### src/rtl/bht_update_queue.sv
// rtl/bht_update_queue.sv - in-order queue of in-flight BHT predictions with registered counter update
// Define BHTQ_FWD_EN to forward a popped counter update into queued entries with the same index.
module bht_update_queue #(
    parameter int IDX_W = 10,
    parameter int DEPTH = 4
) (
    input  logic                       clk,
    input  logic                       rst_n,
    input  logic                       pred_valid,
    input  logic [IDX_W-1:0]           pred_idx,
    input  logic [1:0]                 pred_cnt,
    output logic                       pred_ready,
    input  logic                       res_valid,
    input  logic                       res_taken,
    output logic                       res_ready,
    input  logic                       flush,
    output logic                       upd_we,
    output logic [IDX_W-1:0]           upd_idx,
    output logic [1:0]                 upd_data,
    output logic                       mispredict,
    output logic [$clog2(DEPTH+1)-1:0] occupancy
);

    localparam int PTR_W = $clog2(DEPTH);
    localparam int OCC_W = $clog2(DEPTH + 1);

    logic [IDX_W-1:0] q_idx [DEPTH];
    logic [1:0]       q_cnt [DEPTH];
    logic [PTR_W-1:0] rd_ptr;
    logic [PTR_W-1:0] wr_ptr;
    logic [OCC_W-1:0] occ;

    logic             full;
    logic             empty;
    logic             push;
    logic             pop;
    logic [IDX_W-1:0] head_idx;
    logic [1:0]       head_cnt;
    logic [1:0]       head_next;
    logic [1:0]       push_cnt;

    // Two-bit saturating counter with hysteresis: 00 SNT, 01 WNT, 11 ST, 10 WT.
    function automatic logic [1:0] next_cnt(input logic [1:0] cnt, input logic taken);
        logic [1:0] nxt;
        case (cnt)
            2'b00:   nxt = taken ? 2'b01 : 2'b00;
            2'b01:   nxt = taken ? 2'b11 : 2'b00;
            2'b11:   nxt = taken ? 2'b11 : 2'b10;
            default: nxt = taken ? 2'b11 : 2'b00;
        endcase
        return nxt;
    endfunction

    always_comb begin
        full      = (occ == OCC_W'(DEPTH));
        empty     = (occ == '0);
        push      = pred_valid && !full && !flush;
        pop       = res_valid && !empty;
        head_idx  = q_idx[rd_ptr];
        head_cnt  = q_cnt[rd_ptr];
        head_next = next_cnt(head_cnt, res_taken);
`ifdef BHTQ_FWD_EN
        push_cnt  = (pop && (pred_idx == head_idx)) ? head_next : pred_cnt;
`else
        push_cnt  = pred_cnt;
`endif
    end

    assign pred_ready = !full;
    assign res_ready  = !empty;
    assign occupancy  = occ;

    // The push write comes last so it overrides any forwarding hit on the free slot.
    always_ff @(posedge clk or negedge rst_n) begin
        if (!rst_n) begin
            for (int i = 0; i < DEPTH; i++) begin
                q_idx[i] <= '0;
                q_cnt[i] <= '0;
            end
        end else begin
`ifdef BHTQ_FWD_EN
            if (pop) begin
                for (int i = 0; i < DEPTH; i++) begin
                    if (q_idx[i] == head_idx) begin
                        q_cnt[i] <= head_next;
                    end
                end
            end
`endif
            if (push) begin
                q_idx[wr_ptr] <= pred_idx;
                q_cnt[wr_ptr] <= push_cnt;
            end
        end
    end

    always_ff @(posedge clk or negedge rst_n) begin
        if (!rst_n) begin
            rd_ptr <= '0;
            wr_ptr <= '0;
            occ    <= '0;
        end else if (flush) begin
            rd_ptr <= '0;
            wr_ptr <= '0;
            occ    <= '0;
        end else begin
            if (push) begin
                wr_ptr <= wr_ptr + PTR_W'(1);
            end
            if (pop) begin
                rd_ptr <= rd_ptr + PTR_W'(1);
            end
            occ <= occ + OCC_W'(push) - OCC_W'(pop);
        end
    end

    // Index and data hold their last written value between pulses.
    always_ff @(posedge clk or negedge rst_n) begin
        if (!rst_n) begin
            upd_we     <= 1'b0;
            upd_idx    <= '0;
            upd_data   <= '0;
            mispredict <= 1'b0;
        end else begin
            upd_we     <= pop;
            mispredict <= pop && (head_cnt[1] ^ res_taken);
            if (pop) begin
                upd_idx  <= head_idx;
                upd_data <= head_next;
            end
        end
    end

endmodule

### config.mk
export PLATFORM = sky130hd
export DESIGN_NAME = bht_update_queue
export DESIGN_NICKNAME = d
export VERILOG_FILES = /design/src/rtl/bht_update_queue.sv
export SDC_FILE = /design/constraint.sdc
export NUM_CORES = 1
export LEC_CHECK = 0
export CAP_MARGIN = 30
export CORE_ASPECT_RATIO = 1.4
export CORE_MARGIN = 4
export CORE_UTILIZATION = 59
export DETAILED_ROUTE_END_ITERATION = 8
export PLACE_DENSITY = 0.84
export SLEW_MARGIN = 5
export SYNTH_ARGS = -nofsm -noshare
export SYNTH_HDL_FRONTEND = slang
export SYNTH_SLANG_ARGS = --single-unit
### constraint.sdc
create_clock -name clk -period 7.4 [get_ports clk]
set_clock_uncertainty 0.2 [all_clocks]
set_input_delay 1.11 -clock clk [delete_from_list [all_inputs] [get_ports clk]]
set_output_delay 1.11 -clock clk [all_outputs]
set_load 0.02 [all_outputs]
# --- After elaboration in Yosys (flattened, before gate mapping) ---
# Cells that the tools add are included.
totals:
  reg_bits: 69
  in_bits: 18
  output_inout_bits: 19
  elab_cells: 60
classes:
  addsub: 4
  n_lt_le_gt_ge: 3
  eq_ne: 2
  n_mux: 21
  n_bitwise: 3
  reduce_logical: 12
ops:
  columns: ["cell", "count"]
  rows:
  - ["$bwmux W40", 1]
  - ["$mux W10", 3]
  - ["$bmux W10 S2", 1]
  - ["$demux W10 S2", 1]
  - ["$mux W2", 8]
  - ["$bwmux W8", 1]
  - ["$ge A3 B3 Y1 const B", 2]
  - ["$not A2 Y3", 2]
  - ["$logic_and A1 B1 Y1", 5]
  - ["$add A2 B1 Y2 const B", 2]
  - ["$bmux W2 S2", 1]
  - ["$demux W2 S2", 1]
  - ["$pmux W2 S2", 1]
  - ["$reduce_bool A2 Y1", 2]
  - ["$add A3 B1 Y3", 1]
  - ["$eq A3 B3 Y1 const B", 1]
  - ["$logic_not A1 Y1", 3]
  - ["$logic_not A3 Y1", 1]
  - ["$lt A3 B1 Y1 const B", 1]
  - ["$mux W3", 1]
  - ["$sub A3 B1 Y3", 1]
  - ["$eq A2 B2 Y1 const B", 1]
  - ["$logic_not A2 Y1", 1]
  - ["$mux W1", 2]
  - ["$xor A1 B1 Y1", 1]

# --- Logic depth before layout (Yosys ltp) ---
depth:
  depth_word: 7
  ltp_mapped: 11
  ltp_nobuf: 11

# --- Worst setup path before layout ---
# OpenSTA, ideal clock, no wires.
synth_path:
  path_kind: "input-to-reg"
  start: "in res_valid"
  end: "reg occ[2], in the netlist occupancy[2]"
  setup_ns: 0.086
  t_arrival_ns: 2.807
  t_required_ns: 7.114
  setup_slack_ns: 4.307
  path_stages: 11
  n_path_buf: 1
  path_cell_list: "o31ai_2 > buf_4 > inv_1 > ha_1 > inv_1 > ha_1 > inv_1 > fa_1 > xor2_1 > and2_1 > nor3_1"
synth_via:
  elab_chain_len: 3
synth_lines:
  columns: ["item", "line", "text"]
  rows:
  - ["start: declaration", "13", "input logic res_valid,"]
  - ["$logic_and A1 B1 Y1", "58", "pop = res_valid && !empty;"]
  - ["via pop", "36", "logic pop;"]
  - ["$sub A3 B1 Y3", "113", "occ <= occ + OCC_W'(push) - OCC_W'(pop);"]
  - ["$mux W3", "102", "end else if (flush) begin"]
  - ["end signal: assignment", "113", null]
  - ["end: declaration", "31", "logic [OCC_W-1:0] occ;"]
# The timed path passes the listed nets, and every way through them passes these cells.
# A chain may end at the register's enable or synchronous reset.

# --- Worst setup path in the final report ---
layout_path:
  start: "in flush"
  end: "reg occ[2], in the netlist occupancy[2]"
layout_via:
  elab_chain_len: 5
layout_lines:
  columns: ["item", "line", "text"]
  rows:
  - ["start: declaration", "16", "input logic flush,"]
  - ["$logic_not A1 Y1", "57", "push = pred_valid && !full && !flush;"]
  - ["$logic_and A1 B1 Y1", "57", null]
  - ["$add A3 B1 Y3", "113", null]
  - ["$sub A3 B1 Y3", "113", null]
  - ["$mux W3 *", "102", null]
# Every way passes the cells marked *; elsewhere a longest branch is shown, timed or not.

==> impl_metrics.tcl <==
set metrics [dict create \
    layoutNonFillerInstCount 304 \
    path_max_fanout 8 \
    num-nets-final 261 \
    grt_pass1_vias 2096 \
    core.rowCount 30 \
    drtAntennaViolNets 0 \
    tightest_slew_ns 0.838 \
    status "complete, no violations" \
    p_leak_nw 1.64 \
    startpoint_type "input pin" \
    synth.distinct_cells 29 \
    rsz0062_at_grt "false" \
    finalSetupViolCount 0 \
    timing.fmax_mhz 288 \
    routabilityCongestion 0.795 \
    io_pins 37 \
    yosys_register_bits 69 \
    finalCriticalPeriod_ns 3.47 \
    grt-ovfl-total 0 \
    die_w_um 69.3 \
    hpwlAfterDp_mm 4.12 \
    drt_iter0_markers 102 \
    layout_common_cells "69 x dfrtp_1, 49 x mux2_2, 35 x clkdlybuf4s50_1, 12 x mux4_2, 10 x mux2_4" \
    synth-seq-area-share_pct 55.7 \
    antenna_cells 0 \
    fin_area_um2 3680 \
    cts_tree "done" \
    worst-setup-path-type "in -> reg" \
    crit_arrival_ns 3.54 \
    grt_pass1_wl_mm 10.3 \
    initial_core_util_pct 62.6 \
    synth.avg_cell_area_um2 16.0 \
    hold_viol 0 \
    syn-num-nets 220 \
    crit_path_end_kind "flop" \
    maxCapViolCount 0 \
    clkTransAtPathRegs_ns 0.07 \
    synthToLayoutAreaGrowth_pct 18.7 \
    antenna_found_initial 0 \
    fp.coreArea_um2 4950 \
    avgViaCountPerCell 5.76 \
    route.detailed.drc 0 \
    ir_drop_mv 0.266 \
    multi_input_area_um2 1280 \
    cp_data_required_time_ns 7.47 \
    num_vias 1751 \
    portBuffers 36 \
    power.density_nw_per_um2 429 \
    post_dp_cell_area_um2 3480 \
    relSlewSlack_pct 44.1 \
    yosysWarnings 0 \
    final_core_util_pct 74.3 \
    worstHoldPathType "reg -> reg" \
    dpl.cell_count 288 \
    cts.sinks 69 \
    post-route-period-util_pct 47.0 \
    cts_setup_buffers 0 \
    clockRootBuffer "clkbuf_8" \
    finalWirelength_mm 6.05 \
    worstSkewPairLatency_ns 0.36 \
    drive_gt1_share_pct 39.2 \
    synthCells 194 \
    netlist_area_um2 3100 \
    wl_per_cell_um 19.9 \
    cts_resized 0 \
    clock_path_buffers 2 \
    drv_slew 0 \
    setup-tns-final_ns 0 \
    seqCellArea_um2 1730 \
    grt_usage_pct 21.2 \
    cts_buffers 9 \
    ctsHoldBuffers 0 \
    grt_max_degree 70 \
    htreeDepth 3 \
    final_common_cell "dfrtp_1" \
    die_area_um2 6490 \
    hold_ws_ns 0.307 \
    dr.pass1.iters 4 \
    die_height_um 93.8 \
    nFillCells 329 \
]
==> where the power goes <==
group	total, mW	leakage (nW)	internal [mW]	switching (mW)
sequential	0.665	0.872	0.543	0.122
clock	0.305	0.0954	0.156	0.149
combinational	0.606	0.669	0.366	0.241
total	1.58	1.64	1.06	0.512
==> metal layers <==
metal / GRT usage (%) / vias up / wire length (um)
met3: 4.60 / 18 / 203
met2: 37.4 / 47 / 3230
met1: 22.9 / 903 / 2420
met5: 0 / - / 0
met4: 13.2 / 0 / 197
li1: - / 783 / -
==> per-stage QoR <==
stage	power, mW	setup slack (ns)
after floorplan	1.06	4.31
after global placement	1.23	3.82
after detailed placement	1.28	3.55
after CTS	1.59	3.94
after global routing	1.66	3.75
final	1.58	3.93
==> synthesized netlist by cell type (all sizes together) <==
master | instances | area [um^2]
nand3 | 5 | 25.0
inv | 7 | 26.3
and2 | 1 | 6.26
mux2 | 59 | 702
nor2b | 2 | 12.5
o21ai | 3 | 15.0
fa | 1 | 20.0
buf | 8 | 70.1
xor2 | 3 | 26.3
nand2 | 2 | 7.51
nor3 | 1 | 5.00
dfrtp | 69 | 1730
mux4 | 12 | 270
ha | 7 | 87.6
or3 | 1 | 6.26
xnor2 | 1 | 8.76
nor3b | 1 | 12.5
a21oi | 2 | 10.0
o31ai | 1 | 12.5
o311ai | 1 | 8.76
nor2 | 5 | 18.8
mux2i | 1 | 10.0
and3 | 1 | 11.3
==> layout make-up <==
class                           instances  area share [%]
Clock buffer                            9            3.37
Timing Repair Buffer                   38            10.1
Sequential cell                        69            46.9
Multi-Input combinational cell        110            34.7
Tap cell                               64            2.18
Clock inverter                          7            2.07
Inverter                                7           0.714
==> registers in the layout (all words and copies together) (netlist names) <==
register and count:
rd_ptr 2, mispredict 1, upd_idx 10, upd_we 1
occupancy 3, upd_data 2, q_cnt 8, wr_ptr 2
q_idx 40
==> critical path, stage by stage <==
cell	delay [ns]
clkdlybuf4s50_1	0.56
nor2b_1	0.34
nand2_1	0.11
ha_1	0.29
inv_1	0.06
ha_1	0.13
inv_1	0.05
fa_1	0.39
xor2_1	0.23
nor2_1	0.09
nor3_1	0.18
==> final timing paths <==
path,from,endpoint,slack [ns],depth (start not counted)
setup / recovery,flush,occupancy[2]$_DFF_PN0_,3.93,11
hold / removal,q_idx[36]$_DFFE_PN0P_,q_idx[36]$_DFFE_PN0P_,0.31,1
setup reg to reg,occupancy[1]$_DFF_PN0_,occupancy[2]$_DFF_PN0_,4.50,11
hold reg to reg,q_idx[36]$_DFFE_PN0P_,q_idx[36]$_DFFE_PN0P_,0.31,1
max in group asynchronous,rst_n,q_idx[20]$_DFFE_PN0P_,5.72,2
min in group asynchronous,rst_n,q_idx[23]$_DFFE_PN0P_,0.75,2
==> cell families (layout without fill, tap and decap cells) <==
kind of cell,Yosys count,after routing,share of synthesized area [%]
xor gates and xnor gates,4,4,1.13
AOI/OAI and AO/OA,7,7,1.49
buffers and inverters,15,61,3.11
and+or+nand+nor,19,19,3.39
DFF,69,69,55.7
adders and majority gates,8,8,3.47
muxes,72,72,31.7
Note: power is estimated with default switching activity, not from simulation.
